File: src/rtl/music_pkg.sv
// Shared definitions for the melody sequencer: note codes, ROM word layout and FSM state encoding.
package music_pkg;

    localparam int CODE_W = 4;
    localparam int DUR_W  = 3;
    localparam int IDX_W  = 5;
    localparam int ROM_W  = CODE_W + DUR_W;

    // ROM word layout {code, dur}
    localparam int CODE_HI = ROM_W - 1;
    localparam int CODE_LO = DUR_W;
    localparam int DUR_HI  = DUR_W - 1;
    localparam int DUR_LO  = 0;

    localparam logic [CODE_W-1:0] NOTE_REST = 4'd0;
    localparam logic [CODE_W-1:0] NOTE_C4   = 4'd1;
    localparam logic [CODE_W-1:0] NOTE_D4   = 4'd2;
    localparam logic [CODE_W-1:0] NOTE_E4   = 4'd3;
    localparam logic [CODE_W-1:0] NOTE_F4   = 4'd4;
    localparam logic [CODE_W-1:0] NOTE_G4   = 4'd5;
    localparam logic [CODE_W-1:0] NOTE_A4   = 4'd6;
    localparam logic [CODE_W-1:0] NOTE_AS4  = 4'd7;
    localparam logic [CODE_W-1:0] NOTE_C5   = 4'd8;

    typedef logic [ROM_W-1:0] rom_word_t;

    typedef enum logic [2:0] {
        ST_IDLE   = 3'd0,
        ST_LOAD   = 3'd1,
        ST_SOUND  = 3'd2,
        ST_GAP    = 3'd3,
        ST_FINISH = 3'd4
    } seq_state_t;

    function automatic rom_word_t rom_entry(input logic [CODE_W-1:0] code,
                                            input logic [DUR_W-1:0] dur);
        return {code, dur};
    endfunction

    function automatic logic [CODE_W-1:0] word_code(input rom_word_t w);
        return w[CODE_HI:CODE_LO];
    endfunction

    function automatic logic [DUR_W-1:0] word_dur(input rom_word_t w);
        return w[DUR_HI:DUR_LO];
    endfunction

endpackage

File: src/rtl/melody_sequencer_if.sv
// Control and note-output bundle between the sequencer and its controller / tone stage.
interface melody_sequencer_if;
    import music_pkg::*;

    logic               play;
    logic               stop;
    logic [CODE_W-1:0]  note_code;
    logic               note_valid;
    logic [IDX_W-1:0]   note_idx;
    logic               busy;
    logic               done;

    modport master (
        output play,
        output stop,
        input  note_code,
        input  note_valid,
        input  note_idx,
        input  busy,
        input  done
    );

    modport slave (
        input  play,
        input  stop,
        output note_code,
        output note_valid,
        output note_idx,
        output busy,
        output done
    );

endinterface

File: src/rtl/beat_tick_gen.sv
// Beat tick generator: down-counter that pulses tick once every TICK_DIV cycles after clr drops.
module beat_tick_gen #(
    parameter int TICK_DIV = 750000
) (
    input  logic clk,
    input  logic rst_n,
    input  logic clr,
    output logic tick
);

    localparam int CW = (TICK_DIV > 1) ? $clog2(TICK_DIV) : 1;
    localparam logic [CW-1:0] RELOAD = CW'(TICK_DIV - 1);

    logic [CW-1:0] cnt;

    always_ff @(posedge clk) begin
        if (!rst_n) begin
            cnt <= RELOAD;
        end else if (clr || cnt == '0) begin
            cnt <= RELOAD;
        end else begin
            cnt <= cnt - CW'(1);
        end
    end

    // Terminal count; the reload on tick keeps consecutive beats exactly TICK_DIV apart
    assign tick = (cnt == '0) && !clr;

endmodule

File: src/rtl/melody_sequencer.sv
// Melody sequencer: walks the melody ROM and presents one note code per entry, with timed gaps.
//
// state  | meaning
// IDLE   | silent, waiting for play
// LOAD   | one silent cycle, latch ROM word for note_idx
// SOUND  | note_code driven for (dur+1) beat ticks
// GAP    | silent articulation for GAP_TICKS beat ticks
// FINISH | one cycle after the last entry of a non-looping song
module melody_sequencer
    import music_pkg::*;
#(
    parameter int TICK_DIV  = 750000,
    parameter int SONG_LEN  = 25,
    parameter int GAP_TICKS = 1,
    parameter int LOOP      = 0
) (
    input  logic               clk,
    input  logic               rst_n,
    melody_sequencer_if.slave  bus
);

    localparam logic [IDX_W-1:0] LAST_IDX = IDX_W'(SONG_LEN - 1);
    localparam logic [DUR_W-1:0] GAP_LAST = DUR_W'((GAP_TICKS > 0) ? GAP_TICKS - 1 : 0);
    localparam bit               HAS_GAP  = (GAP_TICKS > 0);
    localparam bit               DO_LOOP  = (LOOP != 0);

    seq_state_t        state;
    seq_state_t        adv_state;
    rom_word_t         rom_word;
    rom_word_t         rom_rd;
    logic [DUR_W-1:0]  tick_cnt;
    logic [IDX_W-1:0]  adv_idx;
    logic [CODE_W-1:0] note_code_q;
    logic              note_valid_q;
    logic [IDX_W-1:0]  note_idx_q;
    logic              busy_q;
    logic              done_q;
    logic              tick;
    logic              tick_clr;

    function automatic rom_word_t rom_lookup(input logic [IDX_W-1:0] idx);
        rom_word_t w;
        case (idx)
            5'd0:    w = rom_entry(NOTE_C4,  3'd0);
            5'd1:    w = rom_entry(NOTE_C4,  3'd0);
            5'd2:    w = rom_entry(NOTE_D4,  3'd0);
            5'd3:    w = rom_entry(NOTE_C4,  3'd0);
            5'd4:    w = rom_entry(NOTE_F4,  3'd0);
            5'd5:    w = rom_entry(NOTE_E4,  3'd1);
            5'd6:    w = rom_entry(NOTE_C4,  3'd0);
            5'd7:    w = rom_entry(NOTE_C4,  3'd0);
            5'd8:    w = rom_entry(NOTE_D4,  3'd0);
            5'd9:    w = rom_entry(NOTE_C4,  3'd0);
            5'd10:   w = rom_entry(NOTE_G4,  3'd0);
            5'd11:   w = rom_entry(NOTE_F4,  3'd1);
            5'd12:   w = rom_entry(NOTE_C4,  3'd0);
            5'd13:   w = rom_entry(NOTE_C4,  3'd0);
            5'd14:   w = rom_entry(NOTE_C5,  3'd0);
            5'd15:   w = rom_entry(NOTE_A4,  3'd0);
            5'd16:   w = rom_entry(NOTE_F4,  3'd0);
            5'd17:   w = rom_entry(NOTE_E4,  3'd0);
            5'd18:   w = rom_entry(NOTE_D4,  3'd1);
            5'd19:   w = rom_entry(NOTE_AS4, 3'd0);
            5'd20:   w = rom_entry(NOTE_AS4, 3'd0);
            5'd21:   w = rom_entry(NOTE_A4,  3'd0);
            5'd22:   w = rom_entry(NOTE_F4,  3'd0);
            5'd23:   w = rom_entry(NOTE_G4,  3'd0);
            5'd24:   w = rom_entry(NOTE_F4,  3'd3);
            default: w = rom_entry(NOTE_REST, 3'd0);
        endcase
        return w;
    endfunction

    // Beat timer only runs while a note or gap is being timed
    assign tick_clr = (state != ST_SOUND) && (state != ST_GAP);

    beat_tick_gen #(
        .TICK_DIV (TICK_DIV)
    ) u_beat_tick_gen (
        .clk   (clk),
        .rst_n (rst_n),
        .clr   (tick_clr),
        .tick  (tick)
    );

    always_comb begin
        rom_rd    = rom_lookup(note_idx_q);
        adv_idx   = note_idx_q;
        adv_state = ST_FINISH;
        if (note_idx_q < LAST_IDX) begin
            adv_idx   = note_idx_q + IDX_W'(1);
            adv_state = ST_LOAD;
        end else if (DO_LOOP) begin
            adv_idx   = '0;
            adv_state = ST_LOAD;
        end
    end

    always_ff @(posedge clk) begin
        if (!rst_n) begin
            state        <= ST_IDLE;
            rom_word     <= '0;
            tick_cnt     <= '0;
            note_code_q  <= NOTE_REST;
            note_valid_q <= 1'b0;
            note_idx_q   <= '0;
            busy_q       <= 1'b0;
            done_q       <= 1'b0;
        end else begin
            done_q <= 1'b0;
            if (state != ST_IDLE && bus.stop) begin
                state        <= ST_IDLE;
                note_code_q  <= NOTE_REST;
                note_valid_q <= 1'b0;
                busy_q       <= 1'b0;
            end else begin
                case (state)
                    ST_IDLE: begin
                        if (bus.play && !bus.stop) begin
                            state      <= ST_LOAD;
                            note_idx_q <= '0;
                            busy_q     <= 1'b1;
                        end
                    end
                    ST_LOAD: begin
                        rom_word     <= rom_rd;
                        note_code_q  <= word_code(rom_rd);
                        note_valid_q <= 1'b1;
                        tick_cnt     <= '0;
                        state        <= ST_SOUND;
                    end
                    ST_SOUND: begin
                        if (tick) begin
                            if (tick_cnt == word_dur(rom_word)) begin
                                note_code_q  <= NOTE_REST;
                                note_valid_q <= 1'b0;
                                tick_cnt     <= '0;
                                if (HAS_GAP) begin
                                    state <= ST_GAP;
                                end else begin
                                    state      <= adv_state;
                                    note_idx_q <= adv_idx;
                                end
                            end else begin
                                tick_cnt <= tick_cnt + DUR_W'(1);
                            end
                        end
                    end
                    ST_GAP: begin
                        if (tick) begin
                            if (tick_cnt == GAP_LAST) begin
                                tick_cnt   <= '0;
                                state      <= adv_state;
                                note_idx_q <= adv_idx;
                            end else begin
                                tick_cnt <= tick_cnt + DUR_W'(1);
                            end
                        end
                    end
                    ST_FINISH: begin
                        // done is issued on the FINISH exit so a stop sampled in FINISH cancels it
                        state  <= ST_IDLE;
                        busy_q <= 1'b0;
                        done_q <= 1'b1;
                    end
                    default: begin
                        state        <= ST_IDLE;
                        note_code_q  <= NOTE_REST;
                        note_valid_q <= 1'b0;
                        busy_q       <= 1'b0;
                    end
                endcase
            end
        end
    end

    assign bus.note_code  = note_code_q;
    assign bus.note_valid = note_valid_q;
    assign bus.note_idx   = note_idx_q;
    assign bus.busy       = busy_q;
    assign bus.done       = done_q;

endmodule

File: src/flat_wrapper.sv
// flat-port wrapper written by rule: the top's interface ports become plain ports
module melody_sequencer_flat import music_pkg::*;
#(
    parameter int TICK_DIV  = 750000,
    parameter int SONG_LEN  = 25,
    parameter int GAP_TICKS = 1,
    parameter int LOOP      = 0
)
  (clk, rst_n, bus_play, bus_stop, bus_note_code, bus_note_valid, bus_note_idx, bus_busy, bus_done);
  melody_sequencer_if bus_i ();
  input  logic clk;
  input  logic rst_n;
  input wire logic [$bits(bus_i.play)-1:0] bus_play;
  input wire logic [$bits(bus_i.stop)-1:0] bus_stop;
  output wire logic [$bits(bus_i.note_code)-1:0] bus_note_code;
  output wire logic [$bits(bus_i.note_valid)-1:0] bus_note_valid;
  output wire logic [$bits(bus_i.note_idx)-1:0] bus_note_idx;
  output wire logic [$bits(bus_i.busy)-1:0] bus_busy;
  output wire logic [$bits(bus_i.done)-1:0] bus_done;
  assign bus_i.play = bus_play;
  assign bus_i.stop = bus_stop;
  assign bus_note_code = bus_i.note_code;
  assign bus_note_valid = bus_i.note_valid;
  assign bus_note_idx = bus_i.note_idx;
  assign bus_busy = bus_i.busy;
  assign bus_done = bus_i.done;
  melody_sequencer #(.TICK_DIV(TICK_DIV), .SONG_LEN(SONG_LEN), .GAP_TICKS(GAP_TICKS), .LOOP(LOOP)) u_core (.clk(clk), .rst_n(rst_n), .bus(bus_i));
endmodule
File: config.mk
export PLATFORM = sky130hd
export DESIGN_NAME = melody_sequencer_flat
export DESIGN_NICKNAME = d
export VERILOG_FILES = /design/src/rtl/music_pkg.sv /design/src/rtl/melody_sequencer_if.sv /design/src/rtl/beat_tick_gen.sv /design/src/rtl/melody_sequencer.sv /design/src/flat_wrapper.sv
export SDC_FILE = /design/constraint.sdc
export NUM_CORES = 1
export LEC_CHECK = 0
export CAP_MARGIN = 0
export CORE_MARGIN = 4
export CORE_UTILIZATION = 59
export CTS_CLUSTER_SIZE = 24
export DETAILED_ROUTE_END_ITERATION = 16
export PLACE_DENSITY = 0.91
export SYNTH_ARGS = -nofsm -noshare
export SYNTH_HDL_FRONTEND = slang
export SYNTH_HIERARCHICAL = 1
export SYNTH_SLANG_ARGS = --single-unit
File: constraint.sdc
create_clock -name clk -period 3.9 [get_ports clk]
set_clock_uncertainty 0.05 [all_clocks]
set_input_delay 0.975 -clock clk [delete_from_list [all_inputs] [get_ports clk]]
set_output_delay 0.975 -clock clk [all_outputs]
set_load 0.02 [all_outputs]
## Yosys cells after proc, flatten, opt, wreduce, memory -nomap -nowiden

Memories as Yosys holds them, arrays and structs flattened. A register that Yosys moved wholly into a read port is not among the register bits.
Index checks and enable logic that the tools add are counted.
Widths: inputs -> output; s select.

- Input port bits: 4
- Logic and storage cells: 82
- Output and inout bits: 12
- Register bits after elaboration: 41
- Memories kept: 1
- Memory bits (read-only): 192

Memories:

| memory | depth | width | rd ports | clocked after Yosys merged registers in | write ports | line | source |
|---|---|---|---|---|---|---|---|
| (name not given) | 32 | 6 | 1 | 1 | 0 | melody_sequencer.sv:43 | `case (idx)` |

- Order comparisons: 1
- Mux-type cells: 28
- Add/sub/neg operators: 3
- Bitwise gates (word level): 4
- Reductions and logical operators: 23
- Equality and inequality tests: 13

Operator list:

| cell | count |
|---|---|
| $mux 3 | 10 |
| $mux 5 | 6 |
| $logic_not 20->1 | 1 |
| $sub 20x1->20 const B | 1 |
| $ne 2x1->1 const B | 6 |
| $pmux 3 s4 | 1 |
| $pmux 4 s3 | 1 |
| $pmux 5 s2 | 1 |
| $pmux 3 s3 | 1 |
| $mux 4 | 2 |
| $eq 3x2->1 const B | 2 |
| $logic_not 3->1 | 2 |
| $ne 3x2->1 const B | 2 |
| $reduce_and 6->1 | 1 |
| $reduce_bool 3->1 | 2 |
| $reduce_or 3->1 | 2 |
| $add 5x1->5 const B | 1 |
| $lt 5x5->1 const B | 1 |
| $reduce_and 5->1 | 1 |
| $logic_and 1x1->1 | 4 |
| $mux 1 | 4 |
| $not 1->1 | 4 |
| $reduce_and 2->1 | 2 |
| $reduce_and 4->1 | 1 |
| other kinds (11) | 13 |

## Depth between registers and ports, before layout

- Depth in word-level cells: 8
- Gate-level depth with buffers: 14
- Gate-level depth less buffers: 14

## Modules after synthesis

Netlist, hierarchy kept.

By module, submodules not included:

| module | sequential area each (um^2) | area an instance (um^2) | cells an instance | instances |
|---|---|---|---|---|
| melody_sequencer | 520.5 | 1557.7 | 187 | 1 |
| beat_tick_gen | 400.4 | 934.6 | 103 | 1 |

## Worst setup path after synthesis

No wires, ideal clock.

- Path kind: reg-to-reg
- From: register u_core.u_beat_tick_gen.cnt[14]
- To: register, netlist name u_core/rom_rd[5]
- Slack: 333 ps
- Clock period less this slack: 3567 ps
- Stages on the path, launching flop included: 13
- Buffers on the path: 0
- Library setup time: 122 ps
- Data required time: 3728 ps
- Data arrival time: 3395 ps
- Path through: dfxtp_1 -> or4_4 -> or3_4 -> nor4_1 -> nand3b_1 -> and2_1 -> nor4_1 -> nor2_1 -> ha_1 -> inv_1 -> nor3_1 -> nor3_1 -> a221o_1

- Longest elaborated chain between the ends: 6

Ends and longest elaborated chain:

| what | line | source |
|---|---|---|
| start, declared | beat_tick_gen.sv:14 | `logic [CW-1:0] cnt;` |
| start signal, assigned | beat_tick_gen.sv:22 | `cnt <= cnt - CW'(1);` |
| $logic_not 20->1 | beat_tick_gen.sv:27 | `assign tick = (cnt == '0) && !clr;` |
| $logic_and 1x1->1 | beat_tick_gen.sv:27 |  |
| named net u_core.tick | melody_sequencer.sv:38 | `logic tick;` |
| $ne 2x1->1 (no line) | - |  |
| $reduce_and 6->1 (no line) | - |  |
| $mux 5 (no line) (2 in a row) | - |  |

The timed path passes the listed nets, and every way through them passes these cells.
A chain may end at the register's enable or synchronous reset.

## Worst setup path in the final report

- From: register u_core.u_beat_tick_gen.cnt[14]
- To: register, netlist name u_core/rom_rd[5]

- Longest elaborated chain between the ends: 6

Ends and longest elaborated chain:

| what | line |
|---|---|
| $logic_not 20->1 | beat_tick_gen.sv:27 |
| $logic_and 1x1->1 | beat_tick_gen.sv:27 |
| named net u_core.tick | melody_sequencer.sv:38 |
| $ne 2x1->1 (no line) | - |
| $reduce_and 6->1 (no line) | - |
| $mux 5 (no line) (2 in a row) | - |

The timed path passes the listed nets, and every way through them passes these cells.

==> impl_metrics.csv <==
group,metric,value,unit
yosys,netlist_area,2492,sq um
cts,worstSkewPairLatency,0.29,ns
die,placementRows,23,
worst_hold_path,min_from,"u_core/u_beat_tick_gen/cnt[0]",
global_route,grt_max_degree,17,
cells_and_area,drive_gt1_share,10.13,%
sta,post-route-min-period,3.713,ns
power_and_ir_drop,p_int,696.1,uW
global_route,antenna_found_initial,0,
power_and_ir_drop,p_comb_share,7.9,%
worst_setup_path,critPathTopFamily,"simple AND/OR/NAND/NOR gates",
yosys,synthCells,290,
drt,route.detailed.drc,0,
yosys,yosys.area_share.adder,5.522,%
worst_setup_path,critPathMaxStageDelay,0.55,ns
cells_and_area,final_nets,330,
worst_setup_path,regToRegStartpoint,"u_core/u_beat_tick_gen/cnt[14]",
worst_hold_path,holdPathStages,1,
sta,tightest_slew,0.8647,ns
die,initial_utilization,61.86,%
yosys,synth_compound_area_share,15.41,%
cells_and_area,areaGrowthSynthToFinish,14.11,%
global_route,grt_pass1_wl,9377,um
worst_setup_path,crit_fanout,7,
global_route,grt_overflow,0,
worst_setup_path,cp-start-kind,"register",
yosys,synth.area.top_cells,"dfxtp_1 (37%), ha_1 (5.5%), nand2_1 (4.2%)",
sta,slew_headroom,41.82,%
place,numPortBuffers,15,
sta,slew_violations,0,
worst_setup_path,cp_common_cell,"buf_4",
die,die_area,5328,sq um
yosys,synth-seq-cells,46,
place,hpwl,3946,um
worst_setup_path,crit_path_end_kind,"register",
sta,grt_setup_unrepaired,"false",
power_and_ir_drop,p_seq_share,53.7,%
worst_setup_path,rr_endpoint,"u_core/rom_rd[5]",
cts,clk_pin_slew,0.08,ns
power_and_ir_drop,clkPwrFrac,38.4,%
drt,wl_per_cell,14.84,um
yosys,ys_top_cells_by_count,"dfxtp_1 (46), nand2_1 (28), nor2_1 (28)",
power_and_ir_drop,leakagePower,1.003,nW
yosys,synth_edf_count,0,
sta,holdWs,0.3908,ns
cts,numCtsBuffers,5,
yosys,seq_area_frac_synth,36.95,%
die,core_area,4029,sq um
yosys,synth_warnings,6,
yosys,synthMuxAreaShare,2.108,%
worst_setup_path,cp_cell_sequence,"or4_4 > or3_4 > nor4_1 > nand3b_1 > buf_4 > buf_4 > or4_1 > nor4_2 > nor2_4 > inv_4 > mux2i_1 > a221o_1",
yosys,syn_nets,305,
outcome,outcome,"complete, no violations",
cts,cts_max_level,2,
drt,drt-total-wl,5432,um
global_route,grt_pass1_vias,2170,
power_and_ir_drop,ir_worst_vdd,0.1592,mV
place,gp_congestion,0.9928,
yosys,synth_top_family_by_area,"simple AND/OR/NAND/NOR gates",
worst_hold_path,hold_path.class,"register to register",
sta,setup_tns,0,ns
sta,hold_viol,0,
yosys,netlist.area_leader.share,36.95,%
drt,routed_via_density,6.115,
job,max-cap-violations,0,
sta,fmax,269.3,MHz
die,die_h,73.00,um
worst_setup_path,path_buf_inv,3,
global_route,gr-usage-all-layers,21.86,%
cts,cts_buffer_depth,2,
worst_setup_path,crit_required,4.03,ns
die,die_width,73.00,um
worst_setup_path,worstRegToRegCells,12,
drt,vias,2238,
yosys,synth_most_common_cell,"dfxtp_1",
yosys,synth_ff_type,"dfxtp_1",
yosys,synthXorXnorAreaFrac,5.622,%
die,ios,16,
yosys,avgSynthCellArea,8.594,sq um
cts,cts_resized,0,
cts,cts_sinks,46,
worst_setup_path,r2r_slack,0.19,ns
cts,cts-root-buf,"clkbuf_8",
sta,finalSetupViolCount,0,
drt,ant_nets,0,
drt,drt-initial-drc-count,131,
power_and_ir_drop,pwr_density_cell,314.9,nW/um^2
yosys,synthArstFlopShare,0,%
cells_and_area,antenna_cells,0,
worst_hold_path,worstHoldEndpoint,"u_core/u_beat_tick_gen/cnt[0]",
sta,fin_crit_sh,95.20,%
yosys,synth.distinct_cells,60,
yosys,synth_area_leader_cell,"dfxtp_1",
yosys,synth_simple_gate_area_share,30.17,%
drt,drt_pass1_iterations,4,
power_and_ir_drop,p_switching,199.5,uW
power_and_ir_drop,swShare,22.28,%
worst_setup_path,cp_slowest_cell,"or4_4",
worst_setup_path,worstPathArrival,3.85,ns
cts,cts_tree,"built",
worst_setup_path,worstSetupPathType,"register to register",
## final cells by class
| type | instances | area [sq um] |
|---|---|---|
| well taps | 50 | 62.56 |
| inverters | 16 | 62.56 |
| clock inverters | 1 | 30.03 |
| multi-input cells | 221 | 1466 |
| clock buffers | 7 | 76.32 |
| flip-flops and latches | 46 | 920.9 |
| repair buffers | 25 | 225.2 |
| fillers | 315 | 1185 |
## cell usage in the layout, fill, tap and decap left out, types with 5 or more instances in the layout
cell type / n
nand4_1: 6
o21ai_0: 11
dfxtp_1: 46
buf_4: 10
nor4_1: 10
xor2_1: 12
nor3_1: 11
nor2_1: 28
inv_1: 14
nand2_1: 28
ha_1: 11
nand3_1: 13
clkbuf_8: 5
a21oi_1: 9
clkdlybuf4s50_1: 15
nor2b_1: 8
## power by group through the flow
stage,registers [mW],clock network (mW),logic [mW]
finish,0.481,0.344,0.0709
global route,0.482,0.370,0.0779
CTS,0.481,0.353,0.0704
detailed placement,0.492,0,0.0701
global placement,0.492,0,0.0687
floorplan,0.493,0,0.0475
## registers in the layout (all words and copies together) (netlist names)
name	flops
u_core/bus.busy	1
u_core/bus.done	1
u_core/bus.note_code	4
u_core/bus.note_idx	5
u_core/bus.note_valid	1
u_core/rom_rd	6
u_core/rom_word	2
u_core/state	3
u_core/tick_cnt	3
u_core/u_beat_tick_gen/cnt	20
## repair_timing
item,in CTS,in global routing
hold buffers,0,0
setup endpoints to repair,0,3
setup buffers,0,2
## kinds of logic (layout without fill, tap and decap cells)
group                      count (synthesis)  count (layout)
AOI/OAI and AO/OA                         54              54
DFF                                       46              46
xor gates and xnor gates                  16              16
and+or+nand+nor                          135             135
muxes                                      5               5
buffers and inverters                     23              49
adders and majority gates                 11              11
## worst max-delay path by stage
stage	start	cells after the start	slack (ns)	end
global placement	bus_play	10	0.25	u_core/rom_rd[5]
finish	u_core/u_beat_tick_gen/cnt[14]	12	0.19	u_core/rom_rd[5]
detailed placement	bus_play	10	0.17	u_core/rom_rd[5]
global route	u_core/u_beat_tick_gen/cnt[14]	13	0.003	u_core/rom_rd[5]
floorplan	u_core/u_beat_tick_gen/cnt[14]	12	0.33	u_core/rom_rd[5]
CTS	u_core/u_beat_tick_gen/cnt[14]	12	0.16	u_core/rom_rd[5]
## per-stage QoR
step           instance area (sq um)  instances  worst slack (ns)  power, mW  utilization (%)
6_report                        2844        366            0.1872     0.8956            70.59
5_1_grt                         2844        366          0.002506     0.9302            70.59
4_1_cts                         2829        364            0.1563     0.9051            70.22
3_5_place_dp                    2723        356            0.1730     0.5623            67.58
3_3_place_gp                    2723        356            0.2463     0.5607            67.58
2_1_floorplan                   2492        290            0.3330     0.5400                -
## per-layer routing
| metal | track usage, % | vias up | wire, um |
|---|---|---|---|
| met3 | 3.994 | 15 | 266 |
| li1 | - | 1105 | - |
| met4 | 7.582 | 0 | 76 |
| met5 | 0 | - | 0 |
| met1 | 26.21 | 1043 | 2310 |
| met2 | 38.73 | 75 | 2778 |
No activity file was read; power rests on OpenSTA's default activity.
==> variant: new RTL, config.mk and constraints unchanged <==
Re-encode `seq_state_t` (5 states) as one-hot, 5 bits wide.
--- a/src/rtl/music_pkg.sv
+++ b/src/rtl/music_pkg.sv
@@ -26,8 +26,8 @@
 
-    typedef enum logic [2:0] {
-        ST_IDLE   = 3'd0,
-        ST_LOAD   = 3'd1,
-        ST_SOUND  = 3'd2,
-        ST_GAP    = 3'd3,
-        ST_FINISH = 3'd4
+    typedef enum logic [4:0] {
+        ST_IDLE   = 5'b00001,
+        ST_LOAD   = 5'b00010,
+        ST_SOUND  = 5'b00100,
+        ST_GAP    = 5'b01000,
+        ST_FINISH = 5'b10000
     } seq_state_t;
Formal check against the unedited RTL: same outputs for any inputs over 10 cycles, from zero or initial values and one cycle with rst_n low; not proved beyond that.
==> variant against the original RTL <==
  * Worst setup slack improved by 16 ps
  * Final cell count fell by 1.6%
  * Design area rose by 0.84%
  * Critical path depth rose by 1
  * First-iteration DRC count rose by 71%
  * Sequential share of layout area rose by 1.1 points
  * Wire length rose by 1.4%
  * Power fell by 4.8%
  * Area after synthesis rose by 1.5%
  * Sequential cell count rose by 2
  * Via count fell by 2.9%
  * Critical path type unchanged
  * Largest power group unchanged
==> variant: results (changes against the original RTL) <==
- GRT Total Usage: 0.214 (was 0.219)
- Dpl cells: 352 (was 356)
- Wire length on met1: 2.55 mm (was 2.31 mm)
- Netlist cell types: 59 (was 60)
- Logic inverters: 12 (was 16)
- Setup WS pre-CTS: 161 ps (was 173 ps)
- Top class by area: multi-input gates (unchanged)
- Reg with most FFs: u_core/u_beat_tick_gen/cnt (unchanged)
- Sequential cell count: 48 (was 46)
- Status: finished clean (unchanged)
- Worst hold path cell count: 1 (unchanged)
- Syn avg cell area: 8.88 um2 (was 8.59 um2)
- Fin nets: 324 (was 330)
- Met1 GRT Util: 0.291 (was 0.262)
- Fillers: 302 (was 315)
- Met2 usage: 0.327 (was 0.387)
- DP Area: 2760 um2 (was 2720 um2)
- Maximum fanout along the worst path: 6 (was 7)
- Fin crit period: 3700 ps (was 3710 ps)
- Slew HR: 0.496 (was 0.418)
- First-pass GRT wire length: 9.16 mm (was 9.38 mm)
- Post-DP HPWL: 3.95 mm (about the same)
- Clock buffer count: 6 (was 7)
- Met3 Use GR: 0.0520 (was 0.0399)
- Multi-input combinational area share: 0.519 (was 0.516)
- Synthesized Nets: 300 (was 305)
- Reg2reg setup slack: 200 ps (was 190 ps)
- Signal buffers: 24 (was 25)
- Area Overhead vs Synth: 13.4% (was 14.1%)
- Layout cells sized above 1: 0.123 (was 0.101)
- Final hold slack: 382 ps (was 391 ps)
- DR iter-0 viols: 224 (was 131)
- Reg area: 961 um2 (was 921 um2)
- Post-synth top cells: dfxtp_1, nand2_1, nor2_1, xor2_1, inv_1 (was dfxtp_1, nand2_1, nor2_1, inv_1, nand3_1)
- Clock-cell share: 0.0323 (was 0.0374)
- Final cell count without fillers: 360 (was 366)
- Post-synthesis sequential area ratio: 0.380 (was 0.369)
- Leakage: 0.00104 uW (was 0.00100 uW)
- WL met3: 297 um (was 266 um)
- Reg-to-Reg End: u_core/rom_rd[3] (was u_core/rom_rd[5])
- Worst-Skew Late Latency: 310 ps (was 290 ps)
- Multi-input comb cells: 218 (was 221)
- Peak VDD IR: 255 uV (was 159 uV)
- GP Congestion: 0.939 (was 0.993)
- WL/cell: 15.3 um (was 14.8 um)
- Vias per cell: 6.04 (was 6.11)
- Buffer share of cell area: 0.0759 (was 0.0792)
- Met2 wire length: 2.57 mm (was 2.78 mm)
- Drt pass-1 iters: 5 (was 4)
- Area contributors post-synth: dfxtp_1, ha_1, xor2_1, nand2_1, nor2_1 (was dfxtp_1, ha_1, nand2_1, nor2_1, xor2_1)
- Maximum number of pins on one net before global-route repair: 15 (was 17)
- H-tree lvl count: 2 (unchanged)
- Clock transition at path regs: 80 ps (about the same)
-- variant: cell types whose count changed in the layout (fill, tap and decap cells not counted), moves of 3 or more --
cell | before | now
a211o_1 | 3 | 0
mux2i_1 | 3 | 8
nand3_1 | 13 | 9
nor4_1 | 10 | 6
o211ai_1 | 4 | 0
o21ai_0 | 11 | 8
o22ai_1 | 1 | 4
-- variant: timing repair --
item	CTS	global route
buffers inserted	0	0
endpoints found under the setup margin	0	2
resized for setup	0	4
-- variant: logic make-up (layout without fill, tap and decap cells) --
group	Yosys count	count (layout)	share of synthesized area
simple gates	129	129	0.277
flops	48	48	0.380
compound gates	47	47	0.135
xor+xnor	19	19	0.0658
buf+inv	19	44	0.0396
mux	12	12	0.0490
fa+ha+maj	11	11	0.0544
-- variant: where the power goes --
part,internal [uW],switching (uW)
Clock,142,162
Combinational,20.0,31.6
Sequential,493,4.39
